`config.mk`:
```
export PLATFORM = sky130hd
export DESIGN_NAME = bcd_scan_mux
export DESIGN_NICKNAME = d
export VERILOG_FILES = /design/src/rtl/bcd_disp_pkg.sv /design/src/rtl/refresh_prescaler.sv /design/src/rtl/bcd_scan_mux.sv
export SDC_FILE = /design/constraint.sdc
export NUM_CORES = 1
export LEC_CHECK = 0
export ABC_AREA = 1
export ABC_CLOCK_PERIOD_IN_PS = 1800
export BUFFER_PORTS_ARGS = -buffer_cell sky130_fd_sc_hd__buf_2
export CORE_MARGIN = 8
export CORE_UTILIZATION = 44
export DETAILED_ROUTE_END_ITERATION = 7
export SYNTH_ARGS = -nofsm -noshare
export SYNTH_HDL_FRONTEND = slang
export SYNTH_SLANG_ARGS = --single-unit
```
`constraint.sdc`:
```
create_clock -name clk -period 1.8 [get_ports clk]
set_clock_uncertainty 0.05 [all_clocks]
set_input_delay 0 -clock clk [delete_from_list [all_inputs] [get_ports clk]]
set_output_delay 0 -clock clk [all_outputs]
set_load 0.05 [all_outputs]
```
`src/rtl/bcd_disp_pkg.sv`:
```
// Shared definitions for the seven-segment display path.
// BCD_W is the width of one digit. MAX_DIGITS is the widest display supported.
// clog2 sizes counters and indices. anode_off and anode_sel build
// active-low anode patterns. BCD_DISP_CHECK rejects illegal parameters at
// elaboration.

`define BCD_DISP_CHECK(label, cond, msg) \
    if (!(cond)) begin : label \
        $error(msg); \
    end

package bcd_disp_pkg;

    localparam int unsigned BCD_W      = 4;
    localparam int unsigned MAX_DIGITS = 8;

    // Ceiling log2 with a minimum of 1, so a 2-entry index still has a bit.
    function automatic int unsigned clog2(input int unsigned value);
        int unsigned r;
        int unsigned v;
        r = 0;
        v = 1;
        while (v < value) begin
            v = v << 1;
            r = r + 1;
        end
        if (r == 0) begin
            r = 1;
        end
        return r;
    endfunction

    // All anodes off (active-low). Callers truncate to their digit count.
    function automatic logic [MAX_DIGITS-1:0] anode_off();
        return '1;
    endfunction

    // Only anode 'idx' on (driven low). All other anodes stay off.
    function automatic logic [MAX_DIGITS-1:0] anode_sel(input int unsigned idx);
        return ~(MAX_DIGITS'(1) << idx);
    endfunction

endpackage

```
`src/rtl/refresh_prescaler.sv`:
```
// Free-running divider that counts 0..DIV-1 while enabled.
// Ports:
//   clk, reset (synchronous, active-high), enable (hold count when low).
//   count  - current prescaler value.
//   tick_c - high when enabled at terminal count; the count wraps on this edge.

module refresh_prescaler
    import bcd_disp_pkg::*;
#(
    parameter  int unsigned DIV   = 100000,
    localparam int unsigned CNT_W = clog2(DIV)
) (
    input  logic             clk,
    input  logic             reset,
    input  logic             enable,
    output logic [CNT_W-1:0] count,
    output logic             tick_c
);

    `BCD_DISP_CHECK(g_chk_div, DIV >= 2, "refresh_prescaler: DIV must be >= 2")

    localparam logic [CNT_W-1:0] LAST = CNT_W'(DIV - 1);

    assign tick_c = enable && (count == LAST);

    // Count register. It holds while disabled and wraps after LAST.
    always_ff @(posedge clk) begin
        if (reset) begin
            count <= '0;
        end else if (enable) begin
            count <= tick_c ? '0 : count + CNT_W'(1);
        end
    end

endmodule

```
`src/rtl/bcd_scan_mux.sv`:
```
// Time-multiplexed scanner for a NUM_DIGITS seven-segment display.
// The inputs are captured once per frame, so every frame shows one coherent
// value. Each digit slot starts with a blanking window. Leading zeros can be
// suppressed.
// Ports:
//   clk, reset (synchronous, active-high), enable (pause scanning).
//   digits_in   - packed BCD, digit 0 in [3:0]; dp_in - decimal point per digit.
//   ONE_DIGIT   - BCD of the selected digit; dp_out - its decimal point.
//   anode       - active-low one-hot digit enable; digit_sel - selected index.
//   frame_start - one-cycle pulse on the first cycle of a new frame.

module bcd_scan_mux
    import bcd_disp_pkg::*;
#(
    parameter  int unsigned NUM_DIGITS   = 4,
    parameter  int unsigned REFRESH_DIV  = 100000,
    parameter  int unsigned BLANK_CYCLES = 1000,
    parameter  int unsigned LZ_BLANK     = 1,
    localparam int unsigned SEL_W        = clog2(NUM_DIGITS)
) (
    input  logic                          clk,
    input  logic                          reset,
    input  logic                          enable,
    input  logic [BCD_W*NUM_DIGITS-1:0]   digits_in,
    input  logic [NUM_DIGITS-1:0]         dp_in,
    output logic [BCD_W-1:0]              ONE_DIGIT,
    output logic [NUM_DIGITS-1:0]         anode,
    output logic                          dp_out,
    output logic [SEL_W-1:0]              digit_sel,
    output logic                          frame_start
);

    `BCD_DISP_CHECK(g_chk_digits, (NUM_DIGITS >= 2) && (NUM_DIGITS <= MAX_DIGITS),
                    "bcd_scan_mux: NUM_DIGITS must be 2..8")
    `BCD_DISP_CHECK(g_chk_div, REFRESH_DIV >= 2, "bcd_scan_mux: REFRESH_DIV must be >= 2")
    `BCD_DISP_CHECK(g_chk_blank, BLANK_CYCLES < REFRESH_DIV,
                    "bcd_scan_mux: BLANK_CYCLES must be < REFRESH_DIV")

    localparam int unsigned PC_W = clog2(REFRESH_DIV);
    localparam int unsigned DW   = BCD_W * NUM_DIGITS;

    logic [PC_W-1:0]       pc;
    logic                  pc_tick_c;
    logic [SEL_W-1:0]      idx;
    logic [DW-1:0]         snap_d;
    logic [NUM_DIGITS-1:0] snap_dp;
    logic                  frame_pend;
    logic                  last_digit_c;
    logic                  lit_window_c;
    logic [NUM_DIGITS-1:0] suppress_c;
    logic [NUM_DIGITS-1:0] anode_nxt_c;
    logic [BCD_W-1:0]      cur_digit_c;

    refresh_prescaler #(
        .DIV (REFRESH_DIV)
    ) u_prescaler (
        .clk    (clk),
        .reset  (reset),
        .enable (enable),
        .count  (pc),
        .tick_c (pc_tick_c)
    );

    assign last_digit_c = (idx == SEL_W'(NUM_DIGITS - 1));
    assign cur_digit_c  = snap_d[BCD_W * 32'(idx) +: BCD_W];

    // Anodes stay off for the first BLANK_CYCLES of each slot to hide ghosting.
    if (BLANK_CYCLES == 0) begin : g_no_blank
        assign lit_window_c = 1'b1;
    end else begin : g_blank
        assign lit_window_c = (pc >= PC_W'(BLANK_CYCLES));
    end

    // A digit is a leading zero when it and every digit above it are zero.
    // Digit 0 and any digit with a decimal point are always shown.
    always_comb begin : lz_mask
        logic zero_above;
        zero_above = 1'b1;
        suppress_c = '0;
        for (int k = NUM_DIGITS - 1; k >= 0; k--) begin
            zero_above = zero_above && (snap_d[k*BCD_W +: BCD_W] == BCD_W'(0));
            if ((LZ_BLANK != 0) && (k != 0) && !snap_dp[k]) begin
                suppress_c[k] = zero_above;
            end
        end
    end

    // Next anode pattern.
    always_comb begin
        anode_nxt_c = NUM_DIGITS'(anode_off());
        if (enable && lit_window_c && !suppress_c[idx]) begin
            anode_nxt_c = NUM_DIGITS'(anode_sel(32'(idx)));
        end
    end

    // Scan state, frame snapshot and registered outputs.
    // frame_pend marks the first cycle of a frame. frame_start follows it
    // one cycle later, together with the first digit of the new snapshot.
    always_ff @(posedge clk) begin
        if (reset) begin
            idx         <= '0;
            snap_d      <= '0;
            snap_dp     <= '0;
            frame_pend  <= 1'b0;
            anode       <= NUM_DIGITS'(anode_off());
            ONE_DIGIT   <= '0;
            dp_out      <= 1'b0;
            digit_sel   <= '0;
            frame_start <= 1'b0;
        end else begin
            frame_pend <= pc_tick_c && last_digit_c;
            if (pc_tick_c) begin
                idx <= last_digit_c ? '0 : idx + SEL_W'(1);
                if (last_digit_c) begin
                    snap_d  <= digits_in;
                    snap_dp <= dp_in;
                end
            end
            anode       <= anode_nxt_c;
            ONE_DIGIT   <= cur_digit_c;
            dp_out      <= snap_dp[idx];
            digit_sel   <= idx;
            frame_start <= frame_pend && enable;
        end
    end

endmodule

```
# ---- After elaboration in Yosys (flattened, before gate mapping)
# Index checks and enable logic that the tools add are counted.
dict set report word_totals {
  ff_bits 52
  out_inout_bits 12
  wordCells 42
}
dict set report classes {
  add_sub_neg 2
  magnitude_cmp 2
  eq_ne 2
  shift 2
  mux 9
  n_bitwise 2
  n_reduce_logical 13
}
# cell n
set op_table {}
lappend op_table {{17-bit by 1-bit adder with 17-bit output, second input constant} 1}
lappend op_table {{17-bit == test, second input constant} 1}
lappend op_table {{17-bit by 10-bit >= comparator with 1-bit output, second input constant} 1}
lappend op_table {{17-bit 2-to-1 mux} 1}
lappend op_table {{16-bit by 5-bit indexed part select with 4-bit output} 1}
lappend op_table {{4-bit zero test} 3}
lappend op_table {{1-bit logical AND} 7}
lappend op_table {{1-bit 2-to-1 mux} 5}
lappend op_table {{1-bit binary-select mux with 2-bit select} 2}
lappend op_table {{4-bit inverter} 1}
lappend op_table {{1-bit by 2-bit << shifter with 4-bit output, first input constant} 1}
lappend op_table {{2-bit by 3-bit less-than comparator with 1-bit output, second input constant} 1}
lappend op_table {{2-bit by 1-bit adder with 2-bit output, second input constant} 1}
lappend op_table {{2-bit == test, second input constant} 1}
lappend op_table {{2-bit 2-to-1 mux} 1}
lappend op_table {{2-bit AND reduction} 1}
lappend op_table {{2-bit OR reduction} 1}
lappend op_table {{1-bit zero test} 1}
lappend op_table {{1-bit inverter} 1}

# ---- Longest topological paths before layout
# Gate-level depths: netlist of the first run.
dict set report logic_depth {
  depth_word 10
  depth_mapped 9
}

# ---- Cells and area by module
# A second synthesis of the first run with hierarchy kept.
dict set report unflattened {
  hier_cells 307
  area_unflattened_um2 2317.2
}
# module instances cells_each area_per_inst_um2 seq_area_each_um2
set modules_own_cells {}
lappend modules_own_cells {bcd_scan_mux 1 180 1418.9 700.7}
lappend modules_own_cells {refresh_prescaler 1 127 898.4 340.3}

# ---- Worst setup path before layout of the first run
# OpenSTA, ideal clock, no wires.
dict set report synth_path {
  path_type {flip-flop to flip-flop}
  from {reg u_prescaler.count[1]}
  to {reg snap_d[6]}
  setup_ps 59
  t_arrival_ps 1310
  t_required_ps 1691
  path_slack_ps 382
  path_stages_with_launch 9
  synth_period_minus_slack_ps 1418
  cell_sequence {dfxtp_1 -> ha_1 -> nand2_1 -> nor2_1 -> nand3_2 -> nor2_8 -> buf_6 -> nand4_1 -> nand2_1}
}
dict set report synth_between {
  elab_chain_len 3
}
# element line_no
set synth_lines {}
lappend synth_lines {{from (decl)} refresh_prescaler.sv:16} ;# output logic [CNT_W-1:0] count,
lappend synth_lines {{from (signal assigned)} refresh_prescaler.sv:31} ;# count <= tick_c ? '0 : count + CNT_W'(1);
lappend synth_lines {{17-bit == test} refresh_prescaler.sv:24} ;# assign tick_c = enable && (count == LAST);
lappend synth_lines {{1-bit logical AND} refresh_prescaler.sv:24}
lappend synth_lines {{2-bit AND reduction (no source line)} n/a}
lappend synth_lines {{to (signal assigned)} bcd_scan_mux.sv:115} ;# snap_d <= digits_in;
lappend synth_lines {{to (decl)} bcd_scan_mux.sv:45} ;# logic [DW-1:0] snap_d;
# Every way passes these cells.
# A chain may end at the register's enable or synchronous reset.

# ---- Worst setup path after layout of the first run
dict set report layout_path {
  from {reg u_prescaler.count[1]}
  to {reg u_prescaler.count[7]}
}
dict set report layout_between {
  elab_chain_len 3
}
# element line_no
set layout_lines {}
lappend layout_lines {{branches (longest 2 deep; another with 17-bit by 1-bit adder with 17-bit output)} n/a}
lappend layout_lines {{17-bit 2-to-1 mux (*)} refresh_prescaler.sv:31}
# Mark *: on every way between the ends.

==> out/metrics.yaml, run 1 <==
critPathKind: "reg -> reg"
place_hpwl_um: 4470
ys_top_cells_by_count: "74 x nand2_1, 52 x dfxtp_1, 52 x nor2_1, 35 x nand3_1, 29 x nand4_1"
num_rows: 27
fin_ws_ns: 0.136
layout-drive-gt1-share_pct: 17.5
ios: 35
slowest_stage: "dfxtp_1"
cpMostUsedCell: "nand2_1"
path_clk_slew_ns: 0.09
min_from: "reset"
die_area_um2: 8340
cts_buffer_depth: 2
ys_top_cells_by_area: "dfxtp_1 42%, nand2_1 11%, nor2_1 7.8%, nand4_1 7.3%, nand3_1 7.0%"
synth_cell_type_count: 28
dp_slack_ns: 0.0634
die_height_um: 91.3
outcome: "finished clean"
grt_overflow_total: 0
synth_area_um2: 2500
max-cap-violations: 0
antenna_cells: 0
cp.required_ns: 1.95
synthToLayoutAreaGrowth_pct: 24.7
fin_setup_tns_ns: 0
dp.cells: 445
die_w_um: 91.3
final_util_pct: 56.5
drt-pass1-iter-count: 4
ys.warnings.count: 0
tritoncts: "built"
synth_top_area_cell: "dfxtp_1"
yosys_most_used_dff: "dfxtp_1"
min_path_type: "in -> reg"
crit_arrival_ns: 1.81
synth_seq_cells: 52
period_needed_ns: 1.66
path_max_fanout: 8
start_util_pct: 45.3
r2r-end: "u_prescaler.count[7]"
gp_congestion: 0.856
whs_endpoint: "frame_start"
routed_wl_um: 6400
async_reset_ff_share_pct: 0
synth_fp_nets: 374
clock.fmax_mhz: 601
grt_pass1_wl_um: 10700
worst-r2r-setup-slack_ns: 0.14
crit_chain: "ha_1 > nand2_1 > nor2_2 > nand3_4 > nor2_8 > nor2_4 > nand2_1 > nor2_1"
core_area_um2: 5510
vias: 2428
holdWs_ns: 0.0292
max_slew_margin_pct: 71.1
route.detailed.drc: 0
postSynthCellCount: 345
worst_pin_slew_ns: 0.432
grt_max_degree: 26
final_nets: 433
via_per_inst: 5.09
grt_pass1_vias: 2261
vdd_drop_max_v: 0.000285
insertion_delay_ns: 0.31
synthDominantCellAreaShare_pct: 41.7
finalCritPeriodShare_pct: 92.5
port_buffers: 34
numCtsBuffers: 5
synth.most_common_cell: "nand2_1"
reg2reg_depth: 8
wl_per_cell_um: 13.4
end_kind: "flip-flop"
synth_edf_count: 0
p_leak_nw: 1.37
finalMaxSlewViolations: 0
reg2reg_from: "u_prescaler.count[1]"
cts.sinks: 52
yosysSeqAreaShare_pct: 41.7
setup_viol: 0
grt_usage_pct: 15.3
clockRootBuffer: "clkbuf_8"
ant_nets: 0
max_stage_delay_ns: 0.38
grt_setup_unrepaired: "no"
min_path_cells: 2
finalHoldViolCount: 0
antenna_found_initial: 0
drtIter0Drc: 120
syn-mean-instance-area_um2: 7.24
cp-start-kind: "flip-flop"
htreeDepth: 2
p_per_area_nw_per_um2: 625
fin_cells: 477
==> power breakdown <==
part / internal [W] / switching [W]
sequential: 0.00115 / 0.00000355
combinational: 0.0000595 / 0.0000538
clock: 0.000277 / 0.000397
==> registers in the layout (all words and copies together) (netlist names) <==
signal and flops:
ONE_DIGIT 4, anode 4, digit_sel 2, dp_out 1
frame_pend 1, frame_start 1, idx 2, snap_d 16
snap_dp 4, u_prescaler.count 17
==> through the flow <==
step / area [µm²] / total power [W]
after floorplan: 2500 / 0.00122
after global placement: 2750 / 0.00126
after detailed placement: 2750 / 0.00126
after CTS: 3050 / 0.00197
after global routing: 3110 / 0.00202
final: 3110 / 0.00194
==> cell type report <==
| cell class | count | area (µm²) |
|---|---|---|
| Timing Repair Buffer | 65 | 480 |
| Clock inverter | 2 | 16.3 |
| Tap cell | 72 | 90.1 |
| Sequential cell | 52 | 1040 |
| Inverter | 32 | 120 |
| Fill cell | 554 | 2390 |
| Clock buffer | 6 | 72.6 |
| Multi-Input combinational cell | 248 | 1290 |
==> cell families after synthesis <==
kind of cell	Yosys count	synth area share [%]
compound gates	29	6.57
xor+xnor	1	0.351
fa+ha+maj	6	3.01
buf+inv	47	8.17
flops	52	41.7
simple gates	210	40.2
==> how the worst max path moves through the flow <==
stage,depth (start not counted),start,slack (ns),end
detailed placement,8,u_prescaler.count[1],0.06,u_prescaler.count[7]
CTS,8,u_prescaler.count[1],0.05,u_prescaler.count[7]
global route,8,u_prescaler.count[1],0.008,u_prescaler.count[13]
global placement,8,u_prescaler.count[1],0.13,u_prescaler.count[7]
floorplan,8,u_prescaler.count[1],0.38,snap_d[6]
finish,8,u_prescaler.count[1],0.14,u_prescaler.count[7]
==> layer usage <==
layer | GRT usage, % | part of all wire (%)
met1 | 21.0 | 51
met2 | 22.5 | 42
met3 | 4.20 | 5.8
met4 | 5.32 | 1.1
met5 | 0 | 0
==> layout by cell type (no fill, tap or decap), types with 6 or more instances in the layout <==
cell type	netlist	final
ha_1	6	6
buf_4	1	8
nor3_1	7	7
o21ai_0	11	11
buf_2	7	34
dlygate4sd3_1	0	21
nand2_1	74	74
dfxtp_1	52	52
inv_1	28	28
nand4_1	29	29
nor2_1	52	51
nand3_1	35	35
a21oi_1	11	11
==> critical path, delay by kind of cell, from the launching register on <==
family        cells  cell delay, ns
simple gates      7            0.91
fa+ha+maj         1            0.22
flops             1            0.38
==> what timing repair did <==
| action | 4_1_cts | 5_1_grt |
|---|---|---|
| setup endpoints to repair | 0 | 25 |
| hold endpoints to repair | 21 | 0 |
| resized for setup | 0 | 3 |
| buffers inserted | 0 | 1 |
| hold buffers | 21 | 0 |
No activity file was read; power rests on OpenSTA's default activity.
==> run 2: changes to the inputs <==
--- a/config.mk
+++ b/config.mk
@@ -6,7 +6,7 @@
 export NUM_CORES = 1
 export LEC_CHECK = 0
 export ABC_AREA = 1
-export ABC_CLOCK_PERIOD_IN_PS = 1800
+export ABC_CLOCK_PERIOD_IN_PS = 1900
 export BUFFER_PORTS_ARGS = -buffer_cell sky130_fd_sc_hd__buf_2
 export CORE_MARGIN = 8
 export CORE_UTILIZATION = 44
==> constraint.sdc (replaced) <==
create_clock -name clk -period 1.9 [get_ports clk]
set_clock_uncertainty 0.05 [all_clocks]
set_input_delay 0 -clock clk [delete_from_list [all_inputs] [get_ports clk]]
set_output_delay 0 -clock clk [all_outputs]
set_load 0.05 [all_outputs]
==> out/metrics.yaml, run 2 (synthesis results as in run 1) <==
place_hpwl_um: 4430  # -0.94%
cts_setup_buffers: 0  # unchanged
insertion_delay_ns: 0.31  # about the same
p_total_w: 0.00198  # +1.9%
max-cap-violations: 0  # unchanged
max_stage_delay_ns: 0.39  # about the same
grt_usage_pct: 15.2  # -0.14 points
dp.cells: 444  # -0.22%
die_w_um: 91.3  # unchanged
largest-register: "u_prescaler.count"
max_slew_margin_pct: 72.9  # +1.8 points
grt_overflow_total: 0  # unchanged
layout_common_cells: "74 x nand2_1, 52 x dfxtp_1, 52 x nor2_1"
ios: 35  # unchanged
synthToLayoutAreaGrowth_pct: 22.5
worst_pin_slew_ns: 0.406  # -0.0264 ns
dr_wl_met3_um: 384  # +2.7%
tritoncts: "built"
core_area_um2: 5510  # unchanged
wl_met1_um: 3070  # -5.7%
reg.largest.list: "u_prescaler.count (17), snap_d (16)"
htreeDepth: 2  # unchanged
route.detailed.drc: 0  # unchanged
ant_nets: 0  # unchanged
drtIter0Drc: 125  # +4.2%
fin_setup_tns_ns: 0  # unchanged
critPathKind: "reg -> reg"
cts.sinks: 52  # unchanged
routed_wl_um: 6030  # -5.8%
antenna_found_initial: 0  # unchanged
grt_pass1_vias: 2298  # +1.6%
min_path_type: "in -> reg"
grt_max_degree: 26  # unchanged
die_area_um2: 8340  # unchanged
via_per_inst: 5.01  # -1.5%
vias: 2372  # -2.3%
layout-drive-gt1-share_pct: 16.7  # -0.82 points
period_needed_ns: 1.76  # +0.0940 ns
p_leak_nw: 1.37  # -0.48%
route.top_layer_used: "met4"
clock.fmax_mhz: 569  # -5.3%
final_common_cell: "nand2_1"
finalMaxSlewViolations: 0  # unchanged
end_kind: "flip-flop"
die_height_um: 91.3  # unchanged
crit_arrival_ns: 1.90  # +0.09 ns
crit_chain: "ha_1 > nand2_1 > nor2_1 > nand3_2 > nor2_8 > nor2_4 > nand2_1 > nor2_1"
port_buffers: 34  # unchanged
final_cell_area_um2: 3060  # -1.7%
num_rows: 27  # unchanged
numCtsBuffers: 5  # unchanged
cp-start-kind: "flip-flop"
setup_viol: 0  # unchanged
drt-pass1-iter-count: 5  # +1
finalCritPeriodShare_pct: 92.5  # about the same
antenna_cells: 0  # unchanged
grt_pass1_wl_um: 10800  # +0.64%
grt_setup_unrepaired: "no"
outcome: "finished clean"
slowest_stage: "dfxtp_1"
met2WireLength_um: 2500  # -7.4%
finalHoldViolCount: 0  # unchanged
final_nets: 429  # -0.92%
fin_cells: 473  # -0.84%
p_per_area_nw_per_um2: 648  # +3.6%
start_util_pct: 45.3  # unchanged
cp.required_ns: 2.05  # +0.10 ns
path_clk_slew_ns: 0.10  # about the same
cts_buffer_depth: 2  # unchanged
final_util_pct: 55.5  # -0.98 points
clockRootBuffer: "clkbuf_8"
vdd_drop_max_v: 0.000276  # -3.1%
path_max_fanout: 25  # +17
wl_per_cell_um: 12.7  # -5.0%
place_area_um2: 2730  # -0.73%
gp_congestion: 0.846  # -1.1%
largest_reg_flops: 17  # unchanged
==> run 2: final timing paths <==
path,startpoint,to,slack [ns],depth (start not counted)
worst min register to register,frame_pend,frame_start,0.38,2
worst max register to register,u_prescaler.count[1],u_prescaler.count[7],0.14,8
worst max-delay path,u_prescaler.count[1],u_prescaler.count[7],0.14,8
worst min-delay path,reset,frame_pend,0.03,2
==> run 2: critical path, delay by kind of cell, from the launching register on <==
kind / cells / cell delay, ns
AND/OR/NAND/NOR: 7 / 0.97
flip-flops: 1 / 0.39
adder cells (fa/ha/maj): 1 / 0.23
==> run 2: metrics by stage <==
stage	setup slack [ns]	hold WS (ns)
floorplan	0.482	0.0982
global placement	0.227	0.183
detailed placement	0.173	0.192
CTS	0.146	0.0280
global route	0.0119	0.0452
finish	0.142	0.0321
==> run 2: layout make-up <==
class | count | area [µm²]
fillers | 536 | 2450
multi-input cells | 246 | 1250
flip-flops and latches | 52 | 1040
repair buffers | 63 | 440
inverters | 32 | 120
well taps | 72 | 90.1
clock buffers | 5 | 68.8
clock inverters | 3 | 46.3
==> run 2: power by group <==
| group | total (W) | switching, W | internal (W) |
|---|---|---|---|
| Clock | 0.000781 | 0.000384 | 0.000397 |
| Combinational | 0.000103 | 0.0000499 | 0.0000531 |
| Sequential | 0.00110 | 0.00000377 | 0.00109 |
| Total | 0.00198 | 0.000437 | 0.00154 |
==> run 2: routing by layer <==
layer,global-route usage (%),vias up
li1,-,1251
met1,21.5,1062
met2,21.6,50
met3,4.12,9
met4,4.91,0
met5,0,-
==> run 2: what timing repair did <==
action | 4_1_cts | 5_1_grt
endpoints found under the hold margin | 21 | 0
hold buffers | 21 | 0
resized for setup | 0 | 0
==> run 3: changes to the inputs <==
--- a/config.mk
+++ b/config.mk
@@ -5,7 +5,6 @@
 export SDC_FILE = /design/constraint.sdc
 export NUM_CORES = 1
 export LEC_CHECK = 0
-export ABC_AREA = 1
 export ABC_CLOCK_PERIOD_IN_PS = 1900
 export BUFFER_PORTS_ARGS = -buffer_cell sky130_fd_sc_hd__buf_2
 export CORE_MARGIN = 8
==> out/metrics.yaml, run 3 <==
outcome: "finished, violations left"
violations: "setup timing"
p_int_w: 0.00142  # -7.8%
setup_viol: 21  # +21
num_rows: 25  # -7.4%
max_slew_margin_pct: 74.2  # +1.3 points
dp.cells: 333  # -25%
fin_cells: 366  # -23%
start_util_pct: 45.8  # +0.49 points
end_kind: "flip-flop"
min_path_type: "in -> reg"
synth_top_area_cell: "dfxtp_1"
synthDominantCellAreaShare_pct: 47.8  # +6.1 points
die_height_um: 86.4  # -5.4%
final_common_cell: "dfxtp_1"
min_from: "digits_in[10]"
fin_ws_ns: -0.133  # -0.274 ns
route.detailed.drc: 0  # unchanged
numCtsBuffers: 5  # unchanged
power_frac_comb_pct: 5.9  # +0.7 points
slowest_stage: "or4_4"
reg2reg_from: "u_prescaler.count[14]"
max-cap-violations: 0  # unchanged
port_buffers: 34  # unchanged
tritoncts: "built"
synth_seq_cells: 52  # unchanged
clock.fmax_mhz: 492  # -13%
ys_top_cells_by_count: "52 x dfxtp_1, 19 x a22o_2, 18 x nor2_1, 13 x nand2_1, 11 x inv_1"
reg.largest.list: "u_prescaler.count (17), snap_d (16)"
vdd_drop_max_v: 0.000425  # +54%
grt_setup_unrepaired: "yes"
cts.sinks: 52  # unchanged
yosys_most_used_dff: "dfxtp_1"
synth_edf_count: 0  # unchanged
share_seq_of_total_power_pct: 59.1  # +3.7 points
ys.warnings.count: 0  # unchanged
synth.most_common_cell: "dfxtp_1"
finalHoldViolCount: 0  # unchanged
gp_congestion: 0.793  # -6.2%
layout-drive-gt1-share_pct: 36.1  # +19 points
cts_buffer_depth: 2  # unchanged
place_area_um2: 2610  # -4.3%
routed_wl_um: 5080  # -16%
wl_per_cell_um: 13.9  # +8.8%
p_total_w: 0.00185  # -6.5%
die_area_um2: 7460  # -11%
synth_area_um2: 2180  # -13%
grt_overflow_total: 0  # unchanged
largest_reg_flops: 17  # unchanged
insertion_delay_ns: 0.30  # about the same
crit_chain: "or4_4 > or3_4 > o31a_1 > buf_12 > a22o_2"
die_w_um: 86.4  # -5.4%
p_leak_nw: 1.19  # -13%
place_hpwl_um: 3500  # -21%
via_per_inst: 5.08  # +1.2%
p_per_area_nw_per_um2: 620  # -4.3%
multiInputGateArea_um2: 1060  # -15%
fillers: 394  # -26%
period_needed_ns: 2.03  # +0.274 ns
critPathKind: "reg -> reg"
yosysSeqAreaShare_pct: 47.8  # +6.1 points
layout.area.seq_um2: 1040  # +0.12%
finalMaxSlewViolations: 0  # unchanged
postSynthCellCount: 215  # -38%
cp-start-kind: "flip-flop"
drt-pass1-iter-count: 4  # -1
grt_pass1_vias: 1805  # -21%
ios: 35  # unchanged
finalCritPeriodShare_pct: 107  # +14 points
antenna_cells: 0  # unchanged
clockPowerShare_pct: 35.1  # -4.3 points
dp_slack_ns: -0.205  # -0.377 ns
async_reset_ff_share_pct: 0  # unchanged
path_max_fanout: 20  # -20%
layout_common_cells: "51 x dfxtp_1, 34 x buf_2, 31 x buf_4"
swShare_pct: 23.2  # +1.1 points
drtIter0Drc: 71  # -43%
crit_arrival_ns: 2.18  # +0.28 ns
synth_cell_type_count: 41  # +46%
core_area_um2: 4750  # -14%
htreeDepth: 2  # unchanged
final_cell_area_um2: 2990  # -2.3%
crit_path_start: "u_prescaler.count[14]"
antenna_found_initial: 0  # unchanged
grt_pass1_wl_um: 8470  # -21%
grt_max_degree: 22  # -15%
worst_pin_slew_ns: 0.386  # -0.0205 ns
largest-register: "u_prescaler.count"
max_stage_delay_ns: 0.53  # +0.14 ns
synthToLayoutAreaGrowth_pct: 37.2
ys_top_cells_by_area: "dfxtp_1 48%, a22o_2 8.7%, mux4_2 4.1%, xnor2_1 3.6%, ha_1 3.4%"
grt_usage_pct: 14.1  # -1.1 points
cp.required_ns: 2.05  # about the same
ant_nets: 0  # unchanged
synth_fp_nets: 244  # -35%
final_nets: 327  # -24%
switching_power_w: 0.000430  # -1.7%
vias: 1858  # -22%
syn-mean-instance-area_um2: 10.1  # +40%
path_clk_slew_ns: 0.10  # about the same
clockRootBuffer: "clkbuf_8"
[run 3: power by group through the flow]
stage | Sequential (W) | Combinational, W | Clock, W
floorplan | 0.00112 | 0.0000293 | 0
global placement | 0.00112 | 0.0000667 | 0
detailed placement | 0.00112 | 0.0000665 | 0
CTS | 0.00109 | 0.000106 | 0.000663
global route | 0.00109 | 0.000118 | 0.000700
finish | 0.00109 | 0.000109 | 0.000650
[run 3: worst paths after layout]
path	end	slack [ns]	cells past startpoint
worst max-delay path	snap_dp[3]	-0.13	5
worst min-delay path	snap_d[10]	0.38	3
worst max register to register	snap_dp[3]	-0.13	5
worst min register to register	frame_start	0.43	1
[run 3: critical path, delay by kind of cell (launching register included)]
kind | cells | cell delay (ns)
DFF | 1 | 0.33
and+or+nand+nor | 2 | 0.88
buffers and inverters | 1 | 0.16
AOI/OAI and AO/OA | 2 | 0.51
[run 3: per-stage QoR]
step / hold WS [ns] / TNS (ns) / util (%)
finish: 0.381 / -2.45 / 62.9
global route: 0.388 / -3.54 / 62.9
CTS: 0.375 / -2.48 / 62.4
detailed placement: 0.163 / -4.88 / 55.0
global placement: 0.160 / -2.98 / 55.0
floorplan: 0.0755 / -5.60 / -
[run 3: what timing repair did]
action | in CTS | in global routing
gates resized for setup | 12 | 2
endpoints found under the hold margin | 28 | 0
setup buffers | 0 | 2
gates cloned | 1 | 0
endpoints found under the setup margin | 37 | 35
pin swaps | 1 | 2
hold buffers | 22 | 0
[run 3: final cells by class]
class / instances / share of cell area (%)
multi-input cells: 138 / 35.6
flip-flops and latches: 52 / 34.9
repair buffers: 90 / 22.3
well taps: 67 / 2.80
clock buffers: 5 / 2.30
inverters: 11 / 1.38
clock inverters: 3 / 0.753
[run 3: cells by family after synthesis]
group,share of synthesized area (%)
xor+xnor,5.23
fa+ha+maj,3.45
compound gates,14.2
flops,47.8
buf+inv,5.17
mux,6.09
simple gates,18.1
[run 3: layer usage]
layer	vias up	track usage, %	routed length (µm)
li1	942	-	-
met5	-	0	0
met2	44	21.9	2240
met1	870	19.0	2570
met3	2	3.31	245
met4	0	3.76	24
